$ cat src/rtl/top10_pkg.sv
// top10_pkg: shared defaults, rank type and FSM encoding
// for the top-N result streamer.
package top10_pkg;

    localparam int DATA_WIDTH_DEF = 16;
    localparam int TOP_N_DEF      = 10;
    localparam int ID_WIDTH_DEF   = 6;
    localparam int RANK_W         = 4;

    typedef enum logic {
        ST_IDLE = 1'b0,
        ST_SEND = 1'b1
    } state_e;

    typedef logic [RANK_W-1:0] rank_t;

    function automatic logic rank_is_last(
        input rank_t r,
        input int    top_n
    );
        return r == rank_t'(top_n - 1);
    endfunction

endpackage

$ cat src/rtl/top10_stream_out_if.sv
// top10_stream_out_if: valid/ready output stream carrying
// one ranked entry (value, ID, rank, last flag) per beat.
interface top10_stream_out_if
    import top10_pkg::*;
#(
    parameter int DATA_WIDTH = DATA_WIDTH_DEF,
    parameter int ID_WIDTH   = ID_WIDTH_DEF
);

    logic                  out_valid;
    logic                  out_ready;
    logic [DATA_WIDTH-1:0] out_data;
    logic [ID_WIDTH-1:0]   out_id;
    rank_t                 out_rank;
    logic                  out_last;

    modport master (
        output out_valid,
        output out_data,
        output out_id,
        output out_rank,
        output out_last,
        input  out_ready
    );

    modport slave (
        input  out_valid,
        input  out_data,
        input  out_id,
        input  out_rank,
        input  out_last,
        output out_ready
    );

endinterface

$ cat src/rtl/top10_stream_out.sv
// top10_stream_out: captures a sorted top-N set on load and
// streams it out one entry per accepted beat, rank 0 first.
module top10_stream_out
    import top10_pkg::*;
#(
    parameter int DATA_WIDTH = DATA_WIDTH_DEF,
    parameter int TOP_N      = TOP_N_DEF,
    parameter int ID_WIDTH   = ID_WIDTH_DEF
) (
    input  logic                        clk,
    input  logic                        rst_n,
    input  logic                        load,
    input  logic [DATA_WIDTH*TOP_N-1:0] array_in,
    input  logic [ID_WIDTH*TOP_N-1:0]   id_in,
    output logic                        busy,
    output logic                        done,
    top10_stream_out_if.master          out_if
);

    state_e                state_q;
    state_e                state_d;
    rank_t                 rank_q;
    rank_t                 rank_d;
    logic                  done_q;
    logic                  done_d;
    logic                  capture;
    logic                  xfer;
    logic                  at_last;

    logic [DATA_WIDTH-1:0] val_q [TOP_N];
    logic [ID_WIDTH-1:0]   id_q  [TOP_N];

    assign busy    = (state_q == ST_SEND);
    assign done    = done_q;
    assign xfer    = busy && out_if.out_ready;
    assign at_last = rank_is_last(rank_q, TOP_N);

    // load is only honoured from IDLE, so a strobe during the
    // final transfer is dropped rather than chaining a new set.
    always_comb begin
        state_d = state_q;
        rank_d  = rank_q;
        done_d  = 1'b0;
        capture = 1'b0;
        case (state_q)
            ST_IDLE: begin
                if (load) begin
                    capture = 1'b1;
                    rank_d  = '0;
                    state_d = ST_SEND;
                end
            end
            ST_SEND: begin
                if (xfer) begin
                    if (at_last) begin
                        state_d = ST_IDLE;
                        rank_d  = '0;
                        done_d  = 1'b1;
                    end else begin
                        rank_d = rank_q + rank_t'(1);
                    end
                end
            end
            default: begin
                state_d = ST_IDLE;
                rank_d  = '0;
            end
        endcase
    end

    always_ff @(posedge clk) begin
        if (!rst_n) begin
            state_q <= ST_IDLE;
            rank_q  <= '0;
            done_q  <= 1'b0;
            for (int i = 0; i < TOP_N; i++) begin
                val_q[i] <= '0;
                id_q[i]  <= '0;
            end
        end else begin
            state_q <= state_d;
            rank_q  <= rank_d;
            done_q  <= done_d;
            if (capture) begin
                for (int i = 0; i < TOP_N; i++) begin
                    val_q[i] <= array_in[i*DATA_WIDTH +: DATA_WIDTH];
                    id_q[i]  <= id_in[i*ID_WIDTH +: ID_WIDTH];
                end
            end
        end
    end

    always_comb begin
        out_if.out_valid = 1'b0;
        out_if.out_data  = '0;
        out_if.out_id    = '0;
        out_if.out_rank  = '0;
        out_if.out_last  = 1'b0;
        if (busy) begin
            out_if.out_valid = 1'b1;
            out_if.out_data  = val_q[rank_q];
            out_if.out_id    = id_q[rank_q];
            out_if.out_rank  = rank_q;
            out_if.out_last  = at_last;
        end
    end

endmodule

$ cat src/flat_wrapper.sv
// flat-port wrapper written by rule: the top's interface ports become plain ports
module top10_stream_out_flat import top10_pkg::*;
#(
    parameter int DATA_WIDTH = DATA_WIDTH_DEF,
    parameter int TOP_N      = TOP_N_DEF,
    parameter int ID_WIDTH   = ID_WIDTH_DEF
)
  (clk, rst_n, load, array_in, id_in, busy, done, out_if_out_valid, out_if_out_data, out_if_out_id, out_if_out_rank, out_if_out_last, out_if_out_ready);
  top10_stream_out_if #(.DATA_WIDTH(DATA_WIDTH), .ID_WIDTH(ID_WIDTH)) out_if_i ();
  input  logic clk;
  input  logic rst_n;
  input  logic load;
  input  logic [DATA_WIDTH*TOP_N-1:0] array_in;
  input  logic [ID_WIDTH*TOP_N-1:0] id_in;
  output logic busy;
  output logic done;
  output wire logic [$bits(out_if_i.out_valid)-1:0] out_if_out_valid;
  output wire logic [$bits(out_if_i.out_data)-1:0] out_if_out_data;
  output wire logic [$bits(out_if_i.out_id)-1:0] out_if_out_id;
  output wire logic [$bits(out_if_i.out_rank)-1:0] out_if_out_rank;
  output wire logic [$bits(out_if_i.out_last)-1:0] out_if_out_last;
  input wire logic [$bits(out_if_i.out_ready)-1:0] out_if_out_ready;
  assign out_if_out_valid = out_if_i.out_valid;
  assign out_if_out_data = out_if_i.out_data;
  assign out_if_out_id = out_if_i.out_id;
  assign out_if_out_rank = out_if_i.out_rank;
  assign out_if_out_last = out_if_i.out_last;
  assign out_if_i.out_ready = out_if_out_ready;
  top10_stream_out #(.DATA_WIDTH(DATA_WIDTH), .TOP_N(TOP_N), .ID_WIDTH(ID_WIDTH)) u_core (.clk(clk), .rst_n(rst_n), .load(load), .array_in(array_in), .id_in(id_in), .busy(busy), .done(done), .out_if(out_if_i));
endmodule
$ cat config.mk
export PLATFORM = sky130hd
export DESIGN_NAME = top10_stream_out_flat
export DESIGN_NICKNAME = d
export VERILOG_FILES = /design/src/rtl/top10_pkg.sv /design/src/rtl/top10_stream_out_if.sv /design/src/rtl/top10_stream_out.sv /design/src/flat_wrapper.sv
export SDC_FILE = /design/constraint.sdc
export NUM_CORES = 1
export LEC_CHECK = 0
export BUFFER_PORTS_ARGS = -buffer_cell sky130_fd_sc_hd__clkbuf_2
export CAP_MARGIN = 20
export CORE_MARGIN = 1.5
export CORE_UTILIZATION = 54
export CTS_CLUSTER_DIAMETER = 50
export DETAILED_ROUTE_END_ITERATION = 8
export HOLD_SLACK_MARGIN = 0.1
export MAX_ROUTING_LAYER = met4
export PLACE_DENSITY_LB_ADDON = 0.08
export SKIP_LAST_GASP = 1
export SLEW_MARGIN = 25
export SYNTH_ARGS = -nofsm -noshare
export SYNTH_HDL_FRONTEND = slang
export SYNTH_SLANG_ARGS = --single-unit
$ cat constraint.sdc
create_clock -name clk -period 20.8 [get_ports clk]
set_input_delay 1.04 -clock clk [delete_from_list [all_inputs] [get_ports clk]]
set_output_delay 1.04 -clock clk [all_outputs]
set_load 0.005 [all_outputs]
==> run metrics <==
Pwr Density ~86 nW/um^2; Post-DP HPWL approximately 16000 um; CTS buffer count 26; Crit-path slowest cell dfxtp_4; worst rel slew slack 30.95%; f_max 216.2 MHz; share of cells above drive strength 1 31.08%; max-slew violations 0; clk sink count 230; Fin Setup TNS 0 ps; CTS Hold Bufs 0; Max Cap Viol 0; LEAKAGE 5.054 nW; power share of the clock group 41.4%; post-synth top area cell edfxtp_1; Longest Clk Path Bufs 3; syn nets 965; P_sw 236.1 uW; Crit path max-delay family buffers and inverters; number of post-CTS setup repair buffers 0; number of antenna diodes 0; Critical Path Start Type flip-flop; Post-synth EDFFs 220; Int Power approximately 860 uW; initial antenna violation count 0; io pins 254; Max FO, Critical Path 62; Ys Warns 0; Yosys top cell area share between 60% and 70%; drt pass-1 iters 5; post-CTS sizing 0; sequential share of the synthesized area 64.80%; pin count of the biggest net entering global routing 221; H-tree levels 1; routed wire length around 24000 um; unrepaired setup endpoints after global routing no; minimum clock period 4625 ps; worst-margin pin slew approximately 1000 ps; Via density 5.269; sw frac 21.55%; Die X 142.5 um; status finished, final reports clean; synth top area cells edfxtp_1, and2_1, mux2i_1, a22oi_1, dfxtp_1; Die Footprint 20300 sq um; DR vias 6592; worst setup path class reg2out; Port Buffer Count ~250; initial DRC count 419; Layout area overhead 20.74%; Seq pwr share 50.8%; first-pass GRT wire length 36360 um; Remaining Overflow, GRT 0; Netlist Area Pre-Place 10500 sq um; Layout Cells excl Fill 1251; Post-synth top flop edfxtp_1; synthesized flop and latch total 230; Root Buffer clkbuf_16; clock-pin slew on the worst setup and hold paths 60 ps; CP endpoint kind primary output; Layout Skew 7.945 ps; setup violators final 0; Syn Area/Cell approximately 14 sq um; Async SR Flop Fraction 0%; Tcrit/Tclk final 22.23%; Logic pwr share 7.7%; Post-route DRC 0; Worst EP arrival roughly 3600 ps; CTS tree yes; maximum vdd drop 63.39 uV; Yosys cell types 28; Syn Inst Count approximately 740; WL per Instance 19.29 um; Final Hold Vio Count 0; vias in the first global route 6848; Post-DRT Antenna Nets 0; hold slack 575.7 ps; CP max stage delay slightly above 900 ps; clk_lat worst skew 520 ps; Starting Density 55.60%; Placer Congestion 0.8161; total global-route track usage 24.30%; Hold Path Class reg2reg; cells along the critical path buf_4 -> mux2i_1 -> a22oi_1 -> a21oi_1 -> a211oi_1 -> clkbuf_2; Site Rows 50; final net count 1197; DIE HEIGHT roughly 140 um; placed cells 1202; CP bufs+invs 2; core area 18890 sq um; worst endpoint required time roughly 20000 ps; Final Power ~1.1 mW
==> power by group through the flow <==
stage	Sequential, mW	Combinational, mW	Clock (mW)
3_5_place_dp	0.567	0.0844	0
6_report	0.557	0.0848	0.454
4_1_cts	0.558	0.0848	0.461
2_1_floorplan	0.576	0.0541	0
5_1_grt	0.560	0.0937	0.479
3_3_place_gp	0.566	0.0820	0
==> cells by family after synthesis <==
kind of cell | share of synthesized area (%)
AOI/OAI and AO/OA | 6.278
muxes | 10.58
DFF | 64.80
adders and majority gates | 0.2382
buffers and inverters | 3.848
and+or+nand+nor | 14.26
==> sequential cells by signal (all words and copies together), names as in the netlist, named ones only <==
register / cells
u_core.val_q: 160
u_core.done: 1
u_core.busy: 1
u_core.rank_q: 4
u_core.id_q: 60
==> worst register-to-register path, stage by stage (launching register included) <==
cell and delay (ps):
dfxtp_1 450, inv_4 350, and3_4 730, buf_4 800, and2_1 400
==> metrics by stage <==
stage,utilization [%],instance area (sq um),setup slack (ps)
after floorplan,-,10500,3319
after global placement,62.31,11770,16700
after detailed placement,62.39,11790,16690
after CTS,66.97,12650,16130
after global routing,67.13,12680,15930
final,67.13,12680,16180
==> worst paths after layout <==
path,start,to,slack (ps),cells past startpoint
max,flip-flop,out_if_out_data[8],16180,6
min,u_core.rank_q[3]$_SDFFE_PN0P_,u_core.done$_SDFF_PN0_,580,2
max reg2reg,u_core.busy$_SDFF_PN0_,u_core.val_q[6][3]$_SDFFCE_PN0P_,17910,4
min reg2reg,u_core.rank_q[3]$_SDFFE_PN0P_,u_core.done$_SDFF_PN0_,580,2
==> layout make-up <==
type | count | area, sq um
multi-input combinational | 452 | 3333
clock inverter | 12 | 126.4
inverter | 4 | 17.52
sequential | 230 | 6812
tap | 260 | 325.3
fill | 1429 | 6211
clock buffer | 36 | 739.5
timing repair buffer | 257 | 1329
==> Yosys cell counts, types with 2 or more instances <==
master / n
buf_6: 3
a22oi_1: 44
nor2b_1: 3
dfxtp_1: 10
buf_4: 5
nor2_1: 6
buf_2: 31
a211oi_1: 22
buf_12: 5
o21ai_0: 5
and2_1: 225
ha_1: 2
inv_1: 3
a21oi_1: 22
clkbuf_1: 7
mux2i_1: 111
nand3_1: 3
edfxtp_1: 220
nand2_1: 3
==> per-layer routing <==
metal  vias to the layer above  part of all wire, %  global-route usage (%)
met4                         0                  2.3                   6.945
li1                       3166                    -                       -
met3                        46                  6.4                   3.701
met2                       238                   52                   42.51
met1                      3142                   39                   29.28
met5                         -                    0                       -
==> cells in the final DEF (no fill, tap or decap), types with 4 or more instances in the layout <==
cell         n
clkbuf_2   253
clkbuf_16   27
clkbuf_1     6
nor2_1       5
and2_1     224
a21oi_1     22
o21ai_0      4
mux2i_1    111
edfxtp_1   220
a22oi_1     44
a211oi_1    22
dfxtp_1      8
clkinv_2     6
Note: power is estimated with default switching activity, not from simulation.
